$ cat config.mk
export PLATFORM = sky130hd
export DESIGN_NAME = pmic_rail_sequencer
export DESIGN_NICKNAME = d
export VERILOG_FILES = /design/src/rtl/pmic_pkg.sv /design/src/rtl/pmic_delay_timer.sv /design/src/rtl/pmic_rail_sequencer.sv
export SDC_FILE = /design/constraint.sdc
export NUM_CORES = 1
export LEC_CHECK = 0
export ABC_CLOCK_PERIOD_IN_PS = 2800
export CORE_UTILIZATION = 50
export DETAILED_ROUTE_END_ITERATION = 8
export DONT_BUFFER_PORTS = 1
export GPL_ROUTABILITY_DRIVEN = 1
export PLACE_DENSITY = 0.66
export SETUP_SLACK_MARGIN = 0.05
export SLEW_MARGIN = 0
export SYNTH_ARGS = -nofsm -noshare
export SYNTH_HDL_FRONTEND = slang
export SYNTH_SLANG_ARGS = --single-unit
export TNS_END_PERCENT = 30
$ cat constraint.sdc
create_clock -name clk -period 2.8 [get_ports clk]
set_input_delay 0.56 -clock clk [delete_from_list [all_inputs] [get_ports clk]]
set_output_delay 0.56 -clock clk [all_outputs]
set_load 0.03 [all_outputs]
$ cat src/rtl/pmic_pkg.sv
// Shared types and constants for the PMIC rail sequencer.
package pmic_pkg;

    localparam int unsigned RAIL_IDX_W = 3;

    typedef enum logic [2:0] {
        ST_OFF,
        ST_PWR_UP,
        ST_ON,
        ST_PWR_DN,
        ST_FAULT
    } state_e;

    typedef enum logic {
        PH_WAIT_PG,
        PH_SETTLE
    } phase_e;

    localparam logic [1:0] FC_NONE       = 2'd0;
    localparam logic [1:0] FC_PG_TIMEOUT = 2'd1;
    localparam logic [1:0] FC_PG_LOST    = 2'd2;
    localparam logic [1:0] FC_LOW_BAT    = 2'd3;

endpackage

$ cat src/rtl/pmic_delay_timer.sv
// Saturating up-counter used for power-good timeout, settle and power-down gaps.
module pmic_delay_timer #(
    parameter int unsigned TMR_W = 16
) (
    input  logic             clk,
    input  logic             reset,
    input  logic             load,
    input  logic             en,
    output logic [TMR_W-1:0] value
);

    logic [TMR_W-1:0] value_q;

    always_ff @(posedge clk) begin
        if (reset) begin
            value_q <= '0;
        end else if (load) begin
            value_q <= '0;
        end else if (en && (value_q != '1)) begin
            value_q <= value_q + TMR_W'(1);
        end
    end

    assign value = value_q;

endmodule

$ cat src/rtl/pmic_rail_sequencer.sv
// Sequences NUM_RAILS LDO enables up in order and down in reverse, with power-good supervision.
module pmic_rail_sequencer
    import pmic_pkg::*;
#(
    parameter int unsigned NUM_RAILS  = 3,
    parameter int unsigned TMR_W      = 16,
    parameter int unsigned RAMP_DLY   = 1000,
    parameter int unsigned PG_TIMEOUT = 2000
) (
    input  logic                  clk,
    input  logic                  reset,
    input  logic                  on_off,
    input  logic                  low_bat,
    input  logic                  low_pow,
    input  logic [NUM_RAILS-1:0]  rail_pg,
    output logic [NUM_RAILS-1:0]  rail_en,
    output logic                  mux_sel,
    output logic                  ready,
    output logic                  fault,
    output logic [1:0]            fault_code,
    output logic [RAIL_IDX_W-1:0] rail_idx
);

    if (NUM_RAILS < 1 || NUM_RAILS > 8 || TMR_W < 2 || TMR_W > 31 ||
        RAMP_DLY < 1 || 64'(RAMP_DLY) >= (64'd1 << TMR_W) ||
        PG_TIMEOUT <= RAMP_DLY || 64'(PG_TIMEOUT) >= (64'd1 << TMR_W)) begin : g_param_check
        $error("pmic_rail_sequencer: parameter out of range");
    end

    localparam logic [TMR_W-1:0]      SETTLE_LAST = TMR_W'(RAMP_DLY - 1);
    localparam logic [TMR_W-1:0]      PG_LAST     = TMR_W'(PG_TIMEOUT - 1);
    localparam logic [RAIL_IDX_W-1:0] LAST_IDX    = RAIL_IDX_W'(NUM_RAILS - 1);

    state_e                  state_q, state_d;
    phase_e                  phase_q, phase_d;
    logic [RAIL_IDX_W-1:0]   idx_q, idx_d;
    logic [NUM_RAILS-1:0]    rail_en_q, rail_en_d;
    logic                    mux_q, mux_d;
    logic                    ready_q, ready_d;
    logic                    fault_q, fault_d;
    logic [1:0]              code_q, code_d;
    logic                    tmr_load, tmr_en;
    logic [TMR_W-1:0]        tmr_value;

    logic [NUM_RAILS-1:0]    cur_oh, nxt_oh, prv_oh, below, up_mask;
    logic                    pg_cur, pg_lost_up;

    pmic_delay_timer #(.TMR_W(TMR_W)) u_timer (
        .clk   (clk),
        .reset (reset),
        .load  (tmr_load),
        .en    (tmr_en),
        .value (tmr_value)
    );

    always_ff @(posedge clk) begin
        if (reset) begin
            state_q   <= ST_OFF;
            phase_q   <= PH_WAIT_PG;
            idx_q     <= '0;
            rail_en_q <= '0;
            mux_q     <= 1'b0;
            ready_q   <= 1'b0;
            fault_q   <= 1'b0;
            code_q    <= FC_NONE;
        end else begin
            state_q   <= state_d;
            phase_q   <= phase_d;
            idx_q     <= idx_d;
            rail_en_q <= rail_en_d;
            mux_q     <= mux_d;
            ready_q   <= ready_d;
            fault_q   <= fault_d;
            code_q    <= code_d;
        end
    end

    // Rails already up: everything below idx, plus idx itself once its pg has been seen.
    always_comb begin
        cur_oh = '0;
        nxt_oh = '0;
        prv_oh = '0;
        below  = '0;
        for (int unsigned i = 0; i < NUM_RAILS; i++) begin
            cur_oh[i] = (i == 32'(idx_q));
            nxt_oh[i] = (i == 32'(idx_q) + 1);
            prv_oh[i] = (i + 1 == 32'(idx_q));
            below[i]  = (i < 32'(idx_q));
        end
        up_mask    = below | ((phase_q == PH_SETTLE) ? cur_oh : '0);
        pg_cur     = |(rail_pg & cur_oh);
        pg_lost_up = |(~rail_pg & up_mask);
    end

    always_comb begin
        state_d   = state_q;
        phase_d   = phase_q;
        idx_d     = idx_q;
        rail_en_d = rail_en_q;
        ready_d   = ready_q;
        fault_d   = fault_q;
        code_d    = code_q;
        tmr_load  = 1'b0;
        tmr_en    = 1'b0;

        unique case (state_q)
            ST_OFF: begin
                if (on_off && !low_bat) begin
                    state_d   = ST_PWR_UP;
                    phase_d   = PH_WAIT_PG;
                    idx_d     = '0;
                    rail_en_d = NUM_RAILS'(1);
                    tmr_load  = 1'b1;
                end else if (on_off) begin
                    code_d = FC_LOW_BAT;
                end else begin
                    code_d = FC_NONE;
                end
            end
            ST_PWR_UP: begin
                tmr_en = 1'b1;
                if (pg_lost_up) begin
                    state_d   = ST_FAULT;
                    rail_en_d = '0;
                    fault_d   = 1'b1;
                    ready_d   = 1'b0;
                    code_d    = FC_PG_LOST;
                end else if (phase_q == PH_WAIT_PG && !pg_cur && tmr_value == PG_LAST) begin
                    state_d   = ST_FAULT;
                    rail_en_d = '0;
                    fault_d   = 1'b1;
                    ready_d   = 1'b0;
                    code_d    = FC_PG_TIMEOUT;
                end else if (low_bat || !on_off) begin
                    state_d   = ST_PWR_DN;
                    rail_en_d = rail_en_q & ~cur_oh;
                    tmr_load  = 1'b1;
                    if (low_bat) begin
                        code_d = FC_LOW_BAT;
                    end
                end else if (phase_q == PH_WAIT_PG) begin
                    if (pg_cur) begin
                        phase_d  = PH_SETTLE;
                        tmr_load = 1'b1;
                    end
                end else if (tmr_value == SETTLE_LAST) begin
                    if (idx_q == LAST_IDX) begin
                        state_d = ST_ON;
                        ready_d = 1'b1;
                    end else begin
                        idx_d     = idx_q + RAIL_IDX_W'(1);
                        rail_en_d = rail_en_q | nxt_oh;
                        phase_d   = PH_WAIT_PG;
                        tmr_load  = 1'b1;
                    end
                end
            end
            ST_ON: begin
                if (|(~rail_pg)) begin
                    state_d   = ST_FAULT;
                    rail_en_d = '0;
                    fault_d   = 1'b1;
                    ready_d   = 1'b0;
                    code_d    = FC_PG_LOST;
                end else if (low_bat || !on_off) begin
                    state_d   = ST_PWR_DN;
                    rail_en_d = rail_en_q & ~cur_oh;
                    ready_d   = 1'b0;
                    tmr_load  = 1'b1;
                    if (low_bat) begin
                        code_d = FC_LOW_BAT;
                    end
                end
            end
            ST_PWR_DN: begin
                tmr_en = 1'b1;
                if (low_bat) begin
                    code_d = FC_LOW_BAT;
                end
                if (tmr_value == SETTLE_LAST) begin
                    if (idx_q != '0) begin
                        idx_d     = idx_q - RAIL_IDX_W'(1);
                        rail_en_d = rail_en_q & ~prv_oh;
                        tmr_load  = 1'b1;
                    end else begin
                        state_d = ST_OFF;
                    end
                end
            end
            ST_FAULT: begin
                if (!on_off) begin
                    state_d = ST_OFF;
                    fault_d = 1'b0;
                    code_d  = FC_NONE;
                end
            end
            default: begin
                state_d = ST_OFF;
            end
        endcase

        mux_d = (state_d == ST_OFF) ? 1'b0 : low_pow;
    end

    always_comb begin
        rail_en    = rail_en_q;
        mux_sel    = mux_q;
        ready      = ready_q;
        fault      = fault_q;
        fault_code = code_q;
        rail_idx   = idx_q;
    end

endmodule

Word level (Yosys, flattened, before mapping)
Index checks and enable logic that the tools add are counted.
{"block": "word_totals", "ff_bits": 31, "elab_cells": 172}
{"block": "classes", "addsub": 4, "n_lt_le_gt_ge": 3, "eq_ne": 34, "muxes": 81, "bitwise_logic": 10, "n_reduce_logical": 31}
{"operator": "$mux 3", "count": 33}
{"operator": "$eq 1x32->1 const A", "count": 1}
{"operator": "$logic_not 32->1", "count": 1}
{"operator": "$mux 1", "count": 32}
{"operator": "$ne 2x2->1 const B", "count": 12}
{"operator": "$add 16x1->16 const B", "count": 1}
{"operator": "$eq 16x10->1 const B", "count": 1}
{"operator": "$eq 16x11->1 const B", "count": 1}
{"operator": "$mux 2", "count": 8}
{"operator": "$ne 16x16->1 const B", "count": 1}
{"operator": "$ne 4x4->1 const B", "count": 4}
{"operator": "$ne 5x5->1 const B", "count": 3}
{"operator": "$pmux 3 s5", "count": 1}
{"operator": "$and 3x3->3", "count": 4}
{"operator": "$pmux 3 s4", "count": 1}
{"operator": "$pmux 2 s5", "count": 1}
{"operator": "$reduce_and 10->1", "count": 1}
{"operator": "$eq 3x2->1 const B", "count": 3}
{"operator": "$logic_not 3->1", "count": 3}
{"operator": "$not 3->3", "count": 3}
{"operator": "$pmux 3 s3", "count": 1}
{"operator": "$reduce_bool 3->1", "count": 3}
{"operator": "$reduce_or 3->1", "count": 3}
{"operator": "$reduce_and 8->1", "count": 1}
{"operator": "27 further kinds", "count": 40}

Logic depth before layout (Yosys ltp)
{"block": "logic_depth", "ltp_word": 11, "depth_mapped": 9, "ltp_nobuf": 8}

Hierarchy
A second synthesis with hierarchy kept.
{"block": "hier_totals", "hier_cells": 294, "hier_area_um2": 2347.3}
{"mod": "pmic_rail_sequencer", "instances": 1, "cells_each": 192, "area_each_um2": 1430.1, "seq_area_each_um2": 300.3}
{"mod": "pmic_delay_timer", "instances": 1, "cells_each": 102, "area_each_um2": 917.1, "seq_area_each_um2": 320.3}

Worst setup path after synthesis
Ideal clock, no wire load.
{"block": "synth_path", "path_kind": "flip-flop to flip-flop", "from": "register idx_q[0] (netlist: rail_idx[0])", "to": "register rail_en_q[2] (netlist: rail_en[2])", "setup_time_ns": 0.073, "t_arrival_ns": 2.572, "slack_ns": 0.155, "stages_incl_launch_ff": 10, "period_less_slack_ns": 2.645, "cell_sequence": "dfxtp_1 > inv_1 > ha_1 > a2111oi_4 > o22ai_2 > a2111oi_4 > buf_6 > nand2_2 > o31a_1 > nor3_2"}
{"block": "synth_via", "elab_chain_cells": 10}
{"item": "start, declared", "line_no": "pmic_rail_sequencer.sv:36", "rtl": "logic [RAIL_IDX_W-1:0] idx_q, idx_d;"}
{"item": "start signal, assigned", "line_no": "pmic_rail_sequencer.sv:69", "rtl": "idx_q <= idx_d;"}
{"item": "$add 3x1->4", "line_no": "pmic_rail_sequencer.sv:86", "rtl": "nxt_oh[i] = (i == 32'(idx_q) + 1);"}
{"item": "$eq 2x4->1", "line_no": "pmic_rail_sequencer.sv:86"}
{"item": "$or 3x3->3", "line_no": "pmic_rail_sequencer.sv:152", "rtl": "rail_en_d = rail_en_q | nxt_oh;"}
{"item": "$mux 3", "line_no": "pmic_rail_sequencer.sv:147", "rtl": "if (idx_q == LAST_IDX) begin"}
{"item": "$mux 3", "line_no": "pmic_rail_sequencer.sv:146", "rtl": "end else if (tmr_value == SETTLE_LAST) begin"}
{"item": "$mux 3", "line_no": "pmic_rail_sequencer.sv:141", "rtl": "end else if (phase_q == PH_WAIT_PG) begin"}
{"item": "$mux 3", "line_no": "pmic_rail_sequencer.sv:134", "rtl": "end else if (low_bat || !on_off) begin"}
{"item": "$mux 3", "line_no": "pmic_rail_sequencer.sv:128", "rtl": "end else if (phase_q == PH_WAIT_PG && !pg_cur && tmr_value == PG_LAST) begin"}
{"item": "$mux 3", "line_no": "pmic_rail_sequencer.sv:122", "rtl": "if (pg_lost_up) begin"}
{"item": "$pmux 3 s4", "line_no": "pmic_rail_sequencer.sv:106", "rtl": "unique case (state_q)"}
{"item": "end signal, assigned", "line_no": "pmic_rail_sequencer.sv:70", "rtl": "rail_en_q <= rail_en_d;"}
{"item": "end, declared", "line_no": "pmic_rail_sequencer.sv:37", "rtl": "logic [NUM_RAILS-1:0] rail_en_q, rail_en_d;"}
Several ways; a longest one is shown, not always the timed one. The select of a mux whose other input is x is not followed.
A chain may end at the register's enable or synchronous reset.

Final worst setup path
{"block": "layout_path", "from": "register idx_q[0] (netlist: rail_idx[0])", "to": "register rail_en_q[1] (netlist: rail_en[1])"}
{"block": "layout_via", "elab_chain_cells": 10}
{"item": "$add 3x1->4", "line_no": "pmic_rail_sequencer.sv:86"}
{"item": "$eq 1x32->1", "line_no": "pmic_rail_sequencer.sv:86"}
{"item": "$or 3x3->3", "line_no": "pmic_rail_sequencer.sv:152"}
{"item": "$mux 3", "line_no": "pmic_rail_sequencer.sv:147"}
{"item": "$mux 3", "line_no": "pmic_rail_sequencer.sv:146"}
{"item": "$mux 3", "line_no": "pmic_rail_sequencer.sv:141"}
{"item": "$mux 3", "line_no": "pmic_rail_sequencer.sv:134"}
{"item": "$mux 3", "line_no": "pmic_rail_sequencer.sv:128"}
{"item": "$mux 3", "line_no": "pmic_rail_sequencer.sv:122"}
{"item": "$pmux 3 s4", "line_no": "pmic_rail_sequencer.sv:106"}
Several ways; a longest one is shown, not always the timed one. The select of a mux whose other input is x is not followed.

==> metrics.yaml <==
layout:
  drive_above_1_share: 0.129
  diodes: 0
  area_growth_pct: 8.05
  nNetsFinal: 294
  nFillCells: 388
floorplanning:
  die_h_um: 68.2
  num_io_pins: 19
  die_w_um: 68.2
  die_area_mm2: 0.00465
  start_util: 0.532
  row_count: 23
  core_area_mm2: 0.00412
synth:
  synth_area_mm2: 0.00219
  syn_avg_cell_area_um2: 8.03
  synthCells: 273
  ys.flop_type: "dfxtp_1"
  synth_seq_area_share: 0.283
  synth_top_area_share: 0.283
  ys_seq_elements: 31
  ys_warn_count: 0
  synthTopCellsByArea: "dfxtp_1 (28%), nor2_1 (7.0%), xnor2_1 (5.6%)"
  synth_top_area_cell: "dfxtp_1"
  synth_nets: 289
  postSynth.asyncResetShare: 0
  synth_edf_count: 0
  synth.distinct_cells: 69
worst_setup_path:
  critPathArrivalTime_ns: 2.73
  cp-start-kind: "flop"
  cp-end-kind: "flop"
  critPathKind: "reg2reg"
  crit_required_ns: 2.97
  path_max_fanout: 12
global_routing:
  grt_antenna_before_repair: 0
  grt_overflow: 0
  grt_first_pass_wirelength_mm: 8.78
  grt_pass1_vias: 1890
  grt_usage: 0.254
  grt_max_degree: 17
route:
  drt-vias-per-instance: 6.27
  wirelength_mm: 5.30
  num_vias: 2063
  firstDrtPassIters: 4
  wl_per_cell_um: 16.1
  drc_errors: 0
  drt-initial-drc-count: 141
  ant_nets: 0
placement:
  numPortBuffers: 0
  hpwlAfterDp_mm: 3.88
  routabilityCongestion: 0.942
clock_network:
  cts_setup_buffers: 0
  insertion_delay_ns: 0.29
  post_cts_resized: 0
  cts_root_buf: "clkbuf_8"
  holdBufCountCts: 0
  cts_buffer_depth: 2
  cts.clk_slew.worst_paths_ns: 0.07
  cts_buffers: 5
  cts_tree: "built"
  htree_levels: 2
  clock-sinks: 31
sta:
  drv_slew: 0
  fin_crit_sh: 0.913
  tns_ns: 0
  grt_setup_unrepaired: "no"
  tightest_slew_ns: 0.595
  timing.fmax_mhz: 391
  fin_skew_ns: 0.00698
  slew_headroom: 0.601
  setup_viol: 0
  fin_crit_ns: 2.56
  final-hold-violation-count: 0
min_path:
  hold_class: "in2reg"
pwr:
  switching_share: 0.287
  seqPwrFrac: 0.464
  power_density_mw_per_mm2: 438
  total_power_w: 0.00104
  clock_power_share: 0.390
  leakage_nw: 0.802
  p_sw_w: 0.000297
  comb_power_share: 0.146
  vdd_drop_max_uv: 267
  p_int_w: 0.000739
job:
  max-cap-violations: 0
outcome:
  outcome: "finished clean"
-- synthesized netlist by cell type (3+ instances only) --
cell type and count:
a211oi_1 6, a21oi_1 13, a311oi_1 4, and2_1 3, and3_1 4, buf_2 4
clkbuf_1 4, dfxtp_1 31, ha_1 8, inv_1 10, nand2_1 21, nand2b_1 6
nand3_1 8, nand4_1 4, nor2_1 41, nor3_1 10, nor4_1 3, o21ai_0 12
o221ai_1 3, o22ai_1 4, o31a_1 3, xnor2_1 14, xor2_1 3
-- stage by stage --
stage	hold slack (ns)	cells	setup slack [ns]	util	area, µm²
global route	0.318	329	0.122	0.575	2370
CTS	0.324	329	0.289	0.575	2370
floorplan	0.491	273	0.155	-	2190
detailed placement	0.507	321	0.297	0.550	2260
global placement	0.494	321	0.409	0.550	2260
finish	0.327	329	0.243	0.575	2370
-- state kept, by name, indices dropped and copies added (netlist names) --
| signal | cells |
|---|---|
| fault_code | 2 |
| ready | 1 |
| fault | 1 |
| mux_sel | 1 |
| u_timer.value | 16 |
| phase_q | 1 |
| rail_en | 3 |
| state_q | 3 |
| rail_idx | 3 |
-- cell usage in the layout, fill, tap and decap left out, drive strengths merged, types with 6 or more instances in the layout --
cell	Yosys	routed
nor2	42	42
dfxtp	31	31
nand2	22	22
xnor2	14	14
a21oi	13	13
o21ai	13	13
buf	9	11
nor3	11	11
inv	10	10
nand3	8	8
ha	8	8
clkbuf	4	7
a211oi	7	7
nand2b	6	6
-- critical path, cell delays in order, from the launching register on --
cell	delay, ns
dfxtp_1	0.39
inv_1	0.13
ha_1	0.31
and3b_1	0.25
a211oi_2	0.33
a2111oi_4	0.12
buf_4	0.21
a21o_2	0.25
o311ai_1	0.33
o41ai_2	0.12
-- power groups by stage --
stage | logic [W] | clock network [W] | registers [W]
2_1_floorplan | 0.000122 | 0 | 0.000486
3_3_place_gp | 0.000149 | 0 | 0.000490
3_5_place_dp | 0.000148 | 0 | 0.000491
4_1_cts | 0.000149 | 0.000416 | 0.000481
5_1_grt | 0.000165 | 0.000435 | 0.000482
6_report | 0.000151 | 0.000404 | 0.000480
-- per-layer routing --
layer	vias up	share of wire	global-route usage
met5	-	0	0
met4	0	0.032	0.128
met3	18	0.055	0.0783
met2	75	0.46	0.411
met1	958	0.45	0.300
li1	1012	-	-
-- layout make-up --
type | instances | area, µm² | share of cell area
clock inverter | 1 | 7.51 | 0.00317
inverter | 11 | 41.3 | 0.0174
tap | 50 | 62.6 | 0.0264
sequential | 31 | 621 | 0.262
timing repair buffer | 11 | 82.6 | 0.0349
multi-input combinational | 218 | 1460 | 0.615
clock buffer | 7 | 96.3 | 0.0407
-- worst paths after layout --
path	startpoint	endpoint	slack [ns]	cells past startpoint
setup / recovery	rail_idx[0]	rail_en[1]	0.24	9
hold / removal	reset	rail_en[2]	0.33	1
setup reg to reg	rail_idx[0]	rail_en[1]	0.24	9
hold reg to reg	u_timer.value[1]	u_timer.value[1]	0.52	2
-- kinds of logic (layout without fill, tap and decap cells) --
logic type      count (synthesis)  after routing  synth area share
buf+inv                        24             30            0.0520
fa+ha+maj                       8              8            0.0457
flops                          31             31             0.283
simple gates                  120            120             0.288
xor+xnor                       17             17            0.0680
mux                             2              2           0.00914
compound gates                 71             71             0.254
(Power assumes the default switching activity.)
